==> src/rtl/aes_pkg.sv <==
// Shared constants and the loader state encoding for the unrolled AES datapath.
package aes_pkg;

    localparam int AES_BLOCK_W     = 128;
    localparam int AES_WORD_W      = 32;
    localparam int AES_BLOCK_WORDS = AES_BLOCK_W / AES_WORD_W;

    typedef enum logic [1:0] {
        ST_IDLE,
        ST_FILL_KEY,
        ST_FILL_DATA,
        ST_HOLD
    } loader_state_e;

endpackage

==> src/rtl/aes_word_shifter.sv <==
// Big-endian word assembler: the first word lands in the low slot and is pushed
// upward by each following word, so after WIDTH/32 words it sits in the MSBs.
module aes_word_shifter
    import aes_pkg::*;
#(
    parameter int WIDTH = 128
) (
    input  logic                  clk,
    input  logic                  rst_n,
    input  logic                  load_first,
    input  logic                  shift_in,
    input  logic                  clear,
    input  logic [AES_WORD_W-1:0] word,
    output logic [WIDTH-1:0]      value
);

    // NOTE: the register is reset even though it is datapath, because blk_in
    // must read as zero out of reset and after an asynchronous reset mid-load.
    // NOTE: sequential state uses non-blocking assignments so every register
    // samples pre-edge values regardless of block evaluation order.
    always_ff @(posedge clk or negedge rst_n) begin
        if (!rst_n) begin
            value <= '0;
        end else if (clear) begin
            value <= '0;
        end else if (load_first) begin
            value <= WIDTH'(word);
        end else if (shift_in) begin
            value <= {value[WIDTH-AES_WORD_W-1:0], word};
        end
    end

endmodule

==> src/rtl/aes_word_loader.sv <==
// Word-stream front end of the AES encryptor: assembles a cipher key and a
// 128-bit plaintext block and offers both through a single-entry handshake.
module aes_word_loader
    import aes_pkg::*;
#(
    parameter int N  = 128,
    parameter int NK = N / AES_WORD_W
) (
    input  logic                   clk,
    input  logic                   rst_n,
    input  logic [AES_WORD_W-1:0]  s_data,
    input  logic                   s_valid,
    input  logic                   s_is_key,
    output logic                   s_ready,
    output logic [AES_BLOCK_W-1:0] blk_in,
    output logic [N-1:0]           blk_key,
    output logic                   blk_valid,
    input  logic                   blk_ready,
    output logic                   key_loaded,
    output logic                   err
);

    localparam int CW = $clog2(NK + 1);
    typedef logic [CW-1:0] count_t;

    loader_state_e state;
    count_t        count;

    logic          accept;
    logic          key_word;
    logic          data_word;
    logic          key_first;
    logic          key_shift;
    logic          key_clear;
    logic          dat_first;
    logic          dat_shift;
    logic          dat_clear;
    logic          key_done;
    logic          data_done;
    logic [N-1:0]  key_shadow;
    logic [N-1:0]  key_commit;

    // Decoded from registered state only, so there is no path from s_valid.
    assign s_ready   = (state != ST_HOLD);
    assign accept    = s_valid && s_ready;
    assign key_word  = accept && s_is_key;
    assign data_word = accept && !s_is_key;

    assign key_commit = {key_shadow[N-AES_WORD_W-1:0], s_data};
    assign key_done   = key_shift && (count == count_t'(NK - 1));
    assign data_done  = dat_shift && (count == count_t'(AES_BLOCK_WORDS - 1));

    // NOTE: every output of this block gets a default first, so no path
    // through the case statement can leave one unassigned and infer a latch.
    always_comb begin
        key_first = 1'b0;
        key_shift = 1'b0;
        key_clear = 1'b0;
        dat_first = 1'b0;
        dat_shift = 1'b0;
        dat_clear = 1'b0;
        unique case (state)
            ST_IDLE: begin
                key_first = key_word;
                dat_first = data_word && key_loaded;
            end
            ST_FILL_KEY: begin
                key_shift = key_word;
                key_clear = data_word;
                dat_first = data_word && key_loaded;
            end
            ST_FILL_DATA: begin
                dat_shift = data_word;
                dat_clear = key_word;
                key_first = key_word;
            end
            default: begin
            end
        endcase
    end

    aes_word_shifter #(.WIDTH(N)) u_key_shadow (
        .clk        (clk),
        .rst_n      (rst_n),
        .load_first (key_first),
        .shift_in   (key_shift),
        .clear      (key_clear),
        .word       (s_data),
        .value      (key_shadow)
    );

    aes_word_shifter #(.WIDTH(AES_BLOCK_W)) u_data_block (
        .clk        (clk),
        .rst_n      (rst_n),
        .load_first (dat_first),
        .shift_in   (dat_shift),
        .clear      (dat_clear),
        .word       (s_data),
        .value      (blk_in)
    );

    always_ff @(posedge clk or negedge rst_n) begin
        if (!rst_n) begin
            state      <= ST_IDLE;
            count      <= '0;
            blk_key    <= '0;
            key_loaded <= 1'b0;
            blk_valid  <= 1'b0;
            err        <= 1'b0;
        end else begin
            err <= 1'b0;
            unique case (state)
                ST_IDLE: begin
                    if (key_word) begin
                        state <= ST_FILL_KEY;
                        count <= count_t'(1);
                    end else if (data_word) begin
                        if (key_loaded) begin
                            state <= ST_FILL_DATA;
                            count <= count_t'(1);
                        end else begin
                            err <= 1'b1;
                        end
                    end
                end
                ST_FILL_KEY: begin
                    if (key_done) begin
                        blk_key    <= key_commit;
                        key_loaded <= 1'b1;
                        state      <= ST_IDLE;
                        count      <= '0;
                    end else if (key_word) begin
                        count <= count + count_t'(1);
                    end else if (data_word) begin
                        // Abandon the partial key; the data word is treated as if seen in IDLE.
                        err <= 1'b1;
                        if (key_loaded) begin
                            state <= ST_FILL_DATA;
                            count <= count_t'(1);
                        end else begin
                            state <= ST_IDLE;
                            count <= '0;
                        end
                    end
                end
                ST_FILL_DATA: begin
                    if (data_done) begin
                        state     <= ST_HOLD;
                        blk_valid <= 1'b1;
                        count     <= '0;
                    end else if (data_word) begin
                        count <= count + count_t'(1);
                    end else if (key_word) begin
                        err   <= 1'b1;
                        state <= ST_FILL_KEY;
                        count <= count_t'(1);
                    end
                end
                ST_HOLD: begin
                    if (blk_ready) begin
                        blk_valid <= 1'b0;
                        state     <= ST_IDLE;
                    end
                end
                default: begin
                    state <= ST_IDLE;
                    count <= '0;
                end
            endcase
        end
    end

endmodule

==> config.mk <==
export PLATFORM = sky130hd
export DESIGN_NAME = aes_word_loader
export DESIGN_NICKNAME = d
export VERILOG_FILES = /design/src/rtl/aes_pkg.sv /design/src/rtl/aes_word_shifter.sv /design/src/rtl/aes_word_loader.sv
export SDC_FILE = /design/constraint.sdc
export NUM_CORES = 1
export LEC_CHECK = 0
export CORE_UTILIZATION = 54
export DETAILED_ROUTE_END_ITERATION = 8
export MAX_ROUTING_LAYER = met4
export PLACE_DENSITY = 0.84
export SYNTH_ARGS = -nofsm -noshare
export SYNTH_HDL_FRONTEND = slang
export SYNTH_SLANG_ARGS = --single-unit
==> constraint.sdc <==
create_clock -name clk -period 2.95 [get_ports clk]
set_input_delay 0.4425 -clock clk [delete_from_list [all_inputs] [get_ports clk]]
set_output_delay 0.4425 -clock clk [all_outputs]
set_load 0.05 [all_outputs]
## Word level (Yosys, flattened, before mapping)

Index checks and enable logic that the tools add are counted.

| cells by class | value |
|---|---|
| add/subtract/negate cells | 1 |
| equal/unequal tests | 15 |
| muxes and demuxes | 48 |
| reduce and logical (&&, ||, !) cells | 18 |

Operators with widths:

| operator | count |
|---|---|
| $mux 128 | 3 |
| $mux 96 | 3 |
| $mux 3 | 9 |
| $mux 2 | 11 |
| $mux 1 | 18 |
| $ne 3x3->1 const B | 6 |
| $pmux 3 s3 | 1 |
| $reduce_bool 3->1 | 3 |
| $ne 4x4->1 const B | 2 |
| $pmux 2 s4 | 1 |
| $reduce_and 7->1 | 1 |
| $logic_and 1x1->1 | 6 |
| $ne 2x2->1 const B | 3 |
| $reduce_and 5->1 | 1 |
| $eq 2x2->1 const B | 2 |
| $reduce_or 2->1 | 2 |
| $add 3x1->3 const B | 1 |
| $eq 3x2->1 const B | 1 |
| $pmux 1 s3 | 1 |
| $reduce_and 3->1 | 1 |
| $eq 2x1->1 const B | 1 |
| $logic_not 2->1 | 1 |
| $pmux 1 s2 | 1 |
| $reduce_and 2->1 | 1 |
| 2 further kinds | 2 |

| word-level totals | value |
|---|---|
| register bits after elaboration | 360 |
| bits of input ports | 37 |
| output and inout port bits | 260 |
| logic and storage cells | 90 |

## Logic depth before layout (Yosys ltp)

Gate-level depths: netlist (run 1).

| logic depth | value |
|---|---|
| depth after elaboration | 7 |
| gate-level depth with buffers | 10 |
| gate-level depth less buffers | 6 |

## By module

Synthesis (run 1) repeated with hierarchy kept, for this count alone.

| unflattened totals | value |
|---|---|
| cells, all modules | 1257 |
| area, all modules | 16826.1 sq um |

By module, submodules not included:

| module | instances | cells an instance | area an instance (sq um) | seq. area each (sq um) |
|---|---|---|---|---|
| aes_word_shifter | 2 | 457 | 5500.3 | 3203.1 |
| aes_word_loader | 1 | 343 | 5825.6 | 3403.3 |

## Worst setup path after synthesis (run 1)

Ideal clock, no wire load.

| timing | value |
|---|---|
| kind | reg2reg |
| start | register state[0] |
| end | register u_data_block.value[100] |
| library setup time | 0.121 ns |
| arrival time | 1.846 ns |
| data required time | 2.829 ns |
| path slack | 0.983 ns |
| cell stages (with the launch flop) | 10 |
| buffers on the path | 4 |
| period minus slack after synthesis | 1.967 ns |
| cell sequence | dfrtp_1 > ha_1 > buf_6 > or3b_1 > buf_6 > nor2_8 > nor2_2 > buf_6 > buf_6 > a22o_1 |

| on the way | value |
|---|---|
| word-level cells in the longest chain between the ends | 7 |
| elaborated cells between the ends (all ways) | 15 |
| classes of those cells | eq/ne: 3; mux: 5; reduce/logical: 7 |

Ends and longest elaborated chain:

| element | RTL line | source |
|---|---|---|
| start: declaration | aes_word_loader.sv:26 | `loader_state_e state;` |
| start signal: assignment | aes_word_loader.sv:104 | `state <= ST_IDLE;` |
| start signal: assignment | aes_word_loader.sv:115 | `state <= ST_FILL_KEY;` |
| start signal: assignment | aes_word_loader.sv:119 | `state <= ST_FILL_DATA;` |
| $ne 2x2->1 | aes_word_loader.sv:44 | `assign s_ready = (state != ST_HOLD);` |
| $logic_and 1x1->1 | aes_word_loader.sv:45 | `assign accept = s_valid && s_ready;` |
| $logic_and 1x1->1 | aes_word_loader.sv:47 | `assign data_word = accept && !s_is_key;` |
| $logic_and 1x1->1 | aes_word_loader.sv:65, aes_word_loader.sv:70 |  |
| $mux 1 | - |  |
| $mux 128 | aes_word_shifter.sv:26 | `end else if (load_first) begin` |
| $mux 128 | aes_word_shifter.sv:24 | `end else if (clear) begin` |
| end signal: assignment | aes_word_shifter.sv:27 | `value <= WIDTH'(word);` |
| end signal: assignment | aes_word_shifter.sv:29 | `value <= {value[WIDTH-AES_WORD_W-1:0], word};` |
| end: declaration | aes_word_shifter.sv:14 | `output logic [WIDTH-1:0] value` |

Parallel ways exist; a longest one is shown, timed or not.
A chain may end at the register's enable or synchronous reset.

## Worst setup path in the final report (run 1)

| timing | value |
|---|---|
| start | register state[0] |
| end | output port s_ready |

| on the way | value |
|---|---|
| word-level cells in the longest chain between the ends | 1 |

Ends and longest elaborated chain:

| element | RTL line | source |
|---|---|---|
| $ne 2x2->1 | aes_word_loader.sv:44 |  |
| end: declaration | aes_word_loader.sv:14 | `output logic s_ready,` |

No other way between the ends.

==> flow_summary.yaml, run 1 <==
route:
  routedWlPerCell_um: 20.3
  drtIter0Drc: 550
  wl_met3_um: 2110
  firstDrtPassIters: 4
  wl_met1_um: 13500
  num_vias: 9129
  wl_um: 32900
  routed.top_layer: "met4"
  wl_met2_um: 16600
  vias_per_cell: 5.62
  drcViolationCount: 0
  ant_nets: 0
timing:
  worst_slew_margin_rel: 0.419
  setup_violations: 0
  skew_ns: 0.00949
  drv_slew: 0
  min_period_ns: 2.65
  tightestPinTransition_ns: 0.869
  rsz0062_at_grt: "false"
  period_share: 0.898
  fin_setup_tns_ns: 0
  clock.fmax_ghz: 0.377
  hold_viol: 0
finish:
  stdcell_area_um2: 18200
  fin_cells: 1624
  synthToLayoutAreaGrowth_pct: 33.6
  n_fill_cell: 1566
  drive_gt1_frac: 0.171
  finalNetCount: 1320
  diodes: 0
clock_tree:
  cts_tree: "built"
  clock_sinks: 360
  clockRootBuffer: "clkbuf_16"
  clkTransAtPathRegs_ns: 0.06
  insertion_delay_ns: 0.52
  cts_max_level: 2
  cts_made_buffers: 37
  clockBufferDepth: 3
  cts_resized: 0
global_routing:
  grt_max_degree: 95
  grtUsageTotal: 0.267
  grt-ovfl-total: 0
  antenna_found_initial: 0
  grt_pass1_vias: 9295
  grt_pass1_wl_um: 52200
synth:
  ys_seq_elements: 360
  synthTopCellsByCount: "360 x dfrtp_1, 157 x a22o_1, 131 x mux2_2"
  ys_types: 34
  ys.flop_type: "dfrtp_1"
  synth_warnings: 0
  synth-seq-area-share: 0.661
  syn-instance-count: 985
  synth.most_common_cell: "dfrtp_1"
  syn_avg_cell_area_um2: 13.8
  yosysTopAreaCell: "dfrtp_1"
  synth_edf_count: 0
  synth_top_area_frac: 0.661
  synth_async_sr_flop_share: 1.00
  syn-num-nets: 1028
  synth_area_leaders: "dfrtp_1 66%, mux2_2 11%, a22o_1 10%"
  netlist_area_um2: 13600
placed_design:
  gp_congestion: 0.890
  hpwl_um: 22300
  detailed_place.area_um2: 17000
  portBuffers: 296
  place_inst: 1561
power:
  p_leak_nw: 8.69
  power.density_nw_per_um2: 935
  p_switching_mw: 6.45
  pwr-share-clk: 0.271
  peakVddDrop_uv: 808
  pwr-share-comb: 0.338
  p_int_mw: 10.6
  swShare: 0.379
  seq_power_share: 0.392
job:
  drv_cap: 0
hold_path:
  hold_path.class: "flip-flop to flip-flop"
critical_path:
  critPathArrivalTime_ns: 2.21
  crit_path_end_kind: "primary output"
  startpoint_type: "flip-flop"
  crit_type: "flip-flop to primary output"
  required_ns: 2.51
  path_max_fanout: 10
floorplan:
  ioPinCount: 297
  die_w_um: 161
  die-area_um2: 25900
  fp-row-count: 57
  chipHeight_um: 161
  core_area_um2: 24500
  start_util: 0.555
status:
  status: "complete, no violations"
==> sequential cells by signal, indices dropped and copies added, names as in the netlist <==
name	flops
u_key_shadow.value	96
u_data_block.value	128
key_loaded	1
state	2
err	1
count	3
blk_key	128
blk_valid	1
==> logic make-up after synthesis <==
family          share of synthesized area
buf+inv                            0.0421
simple gates                       0.0444
compound gates                      0.135
mux                                 0.111
fa+ha+maj                         0.00551
flops                               0.661
==> layout make-up <==
cell class / instances / area (um^2) / share of cell area
sequential: 360 / 9010 / 0.495
inverter: 38 / 143 / 0.00784
multi-input combinational: 514 / 4070 / 0.224
tap: 324 / 405 / 0.0223
clock inverter: 10 / 129 / 0.00708
clock buffer: 52 / 1060 / 0.0585
timing repair buffer: 326 / 3370 / 0.185
==> placed cells by master, fill, tap and decap left out, types with 6 or more instances in the layout <==
master           count
a21oi_1              8
clkinv_2             6
nand2_1             75
nand3_1             34
o21ai_0             58
a22o_1             157
o21ai_1             12
buf_4               15
clkdlybuf4s50_1    295
clkbuf_16           39
ha_1                 6
mux2_2             131
buf_12              14
clkbuf_1             9
dfrtp_1            360
inv_1               38
==> layer usage <==
layer  global-route usage  up-vias
li1                     -     4117
met1                0.340     4668
met2                0.437      287
met3               0.0571       57
met4               0.0720        0
met5                    -        -
==> power groups by stage <==
stage	logic [mW]	clock network [mW]	registers, mW
after detailed placement	5.74	0	6.75
final	5.74	4.61	6.67
after CTS	5.77	4.69	6.68
after global placement	5.64	0	6.71
after global routing	6.09	4.91	6.78
after floorplan	1.81	0	8.56
==> metrics by stage <==
stage / utilization / hold WS [ns] / power [mW] / worst slack (ns)
global placement: 0.693 / 0.484 / 12.3 / 0.339
detailed placement: 0.693 / 0.487 / 12.5 / 0.273
global route: 0.742 / 0.512 / 17.8 / 0.221
floorplan: - / 0.147 / 10.4 / 0.983
CTS: 0.742 / 0.504 / 17.1 / 0.304
finish: 0.742 / 0.500 / 17.0 / 0.300
==> path summary, 6_finish.rpt <==
check / start / end / slack (ns) / depth (start not counted)
max: state[0] / s_ready / 0.30 / 3
min: u_key_shadow.value[3] / u_key_shadow.value[3] / 0.50 / 2
max reg2reg: state[0] / u_data_block.value[124] / 0.44 / 7
min reg2reg: u_key_shadow.value[3] / u_key_shadow.value[3] / 0.50 / 2
max in group asynchronous: rst_n / u_data_block.value[82] / 1.55 / 3
min in group asynchronous: rst_n / blk_key[74] / 0.54 / 2
==> worst max-delay path, stage by stage (launching register included) <==
cell	delay, ns
dfrtp_1	0.41
ha_1	0.32
inv_1	0.13
clkdlybuf4s50_1	0.83
==> timing repair <==
item,in CTS,in global routing
hold buffers,1,0
hold endpoints to repair,68,0
buffers inserted,0,0
No activity file was read; power rests on OpenSTA's default activity.
==> run 2: changes to the inputs <==
--- a/config.mk
+++ b/config.mk
@@ -5,10 +5,10 @@
 export SDC_FILE = /design/constraint.sdc
 export NUM_CORES = 1
 export LEC_CHECK = 0
-export CORE_UTILIZATION = 54
+export CORE_UTILIZATION = 51
 export DETAILED_ROUTE_END_ITERATION = 8
 export MAX_ROUTING_LAYER = met4
-export PLACE_DENSITY = 0.84
+export PLACE_DENSITY = 0.8
 export SYNTH_ARGS = -nofsm -noshare
 export SYNTH_HDL_FRONTEND = slang
 export SYNTH_SLANG_ARGS = --single-unit
==> constraint.sdc (replaced) <==
create_clock -name clk -period 2.6 [get_ports clk]
set_input_delay 0.39 -clock clk [delete_from_list [all_inputs] [get_ports clk]]
set_output_delay 0.39 -clock clk [all_outputs]
set_load 0.05 [all_outputs]
==> run 2 against run 1 <==
The run now ends with design-rule violations left. Worst hold slack worse by 0.055 ns. Sequential power is 14% higher. Clock-buffer cell count is 5 higher. Sequential share of layout area is 0.20 points lower. Critical path depth is 3 higher. Worst setup slack worse by 0.0039 ns. Critical path type is now flip-flop to flip-flop.
==> flow_summary.yaml, run 2 (same netlist as run 1, synthesis figures left out) <==
power:
  p_leak_nw: 8.72
  peakVddDrop_uv: 809
  power.density_nw_per_um2: 1060
critical_path:
  startpoint_type: "flip-flop"
  critPathArrivalTime_ns: 2.75
  required_ns: 3.05
  crit_chain: "ha_1, or3b_1, nor2_8, nor2_4, buf_4, a22o_1"
  critPathSlowestCell: "nor2_4"
  crit_type: "flip-flop to flip-flop"
  path_max_fanout: 26
  path_buf_inv: 1
  crit_path_end_kind: "flip-flop"
  critical-path-top-delay-family: "simple AND/OR/NAND/NOR gates"
  max_stage_delay_ns: 0.53
finish:
  diodes: 0
  synthToLayoutAreaGrowth_pct: 34.1
  layout_common_cells: "360 x dfrtp_1, 294 x clkdlybuf4s50_1, 157 x a22o_1"
  reg.largest.list: "blk_key (128), u_data_block.value (128), u_key_shadow.value (96)"
  fin_cells: 1643
  drive_gt1_frac: 0.175
  finalNetCount: 1323
  layout_commonest_cell: "dfrtp_1"
  stdcell_area_um2: 18300
route:
  drtIter0Drc: 627
  drcViolationCount: 40
  firstDrtPassIters: 8
  wl_um: 33800
  vias_per_cell: 5.56
  ant_nets: 0
  routedWlPerCell_um: 20.6
  num_vias: 9131
timing:
  skew_ns: 0.0180
  fin_setup_tns_ns: 0
  period_share: 0.886
  tightestPinTransition_ns: 0.679
  setup_violations: 0
  worst_slew_margin_rel: 0.546
  drv_slew: 0
  min_period_ns: 2.30
  clock.fmax_ghz: 0.434
  whs_ns: 0.445
  hold_viol: 0
  rsz0062_at_grt: "false"
floorplan:
  die-area_um2: 27400
  chipHeight_um: 165
  start_util: 0.521
  die_w_um: 165
  ioPinCount: 297
  core_area_um2: 26100
  fp-row-count: 59
clock_tree:
  cts_made_buffers: 37
  postCtsSetupBuffers: 0
  clkTransAtPathRegs_ns: 0.07
  cts_max_level: 2
  cts_tree: "built"
  clock_sinks: 360
  clockRootBuffer: "clkbuf_16"
  insertion_delay_ns: 0.52
  clockBufferDepth: 3
global_routing:
  grt-ovfl-total: 0
  antenna_found_initial: 0
  grtUsageTotal: 0.259
  grt_pass1_wl_um: 52600
  grt_max_degree: 76
  grt_pass1_vias: 9300
status:
  violations: "design-rule violations"
  status: "finished, violations left"
placed_design:
  detailed_place.area_um2: 17100
  place_inst: 1575
  portBuffers: 296
  gp_congestion: 0.856
  hpwl_um: 22900
job:
  drv_cap: 0
hold_path:
  hold_path.class: "input pin to asynchronous set/reset pin"
-- run 2: power by group --
| part | internal (mW) | switching [mW] |
|---|---|---|
| Sequential | 6.65 | 0.924 |
| Combinational | 2.23 | 4.36 |
| Clock | 3.08 | 2.12 |
| Total | 12.0 | 7.40 |
-- run 2: path summary, 6_finish.rpt --
path | startpoint | endpoint | slack, ns | cells after the start
worst max register to register | state[0] | u_data_block.value[64] | 0.30 | 6
worst max-delay path | state[0] | u_data_block.value[64] | 0.30 | 6
max in group asynchronous | rst_n | blk_key[3] | 1.30 | 3
min in group clk | u_key_shadow.value[76] | u_key_shadow.value[76] | 0.50 | 1
worst min register to register | u_key_shadow.value[76] | u_key_shadow.value[76] | 0.50 | 1
worst min-delay path | rst_n | u_data_block.value[102] | 0.44 | 2
-- run 2: timing repair --
action / in CTS / in global routing
resized for setup: 0 / 1
endpoints found under the hold margin: 68 / 0
hold buffers: 1 / 0
setup endpoints to repair: 0 / 1
-- run 2: metal layers --
| layer | vias up | share of wire | track usage |
|---|---|---|---|
| li1 | 4114 | - | - |
| met5 | - | 0 | - |
| met2 | 305 | 0.51 | 0.429 |
| met1 | 4660 | 0.40 | 0.324 |
| met4 | 0 | 0.021 | 0.0678 |
| met3 | 52 | 0.065 | 0.0537 |
-- run 2: cell type report --
type / count / area, um^2
Sequential cell: 360 / 9010
Fill cell: 1819 / 7860
Multi-Input combinational cell: 514 / 4070
Timing Repair Buffer: 329 / 3420
Clock buffer: 57 / 1120
Tap cell: 335 / 419
Inverter: 38 / 143
Clock inverter: 10 / 81.3
-- run 2: stage by stage --
stage          total power, mW  worst slack [ns]  utilization
2_1_floorplan             11.8             0.633            -
3_3_place_gp              14.1             0.277        0.653
3_5_place_dp              14.3             0.208        0.653
4_1_cts                   19.5            0.0261        0.699
5_1_grt                   20.2             0.130        0.699
6_report                  19.4             0.296        0.699
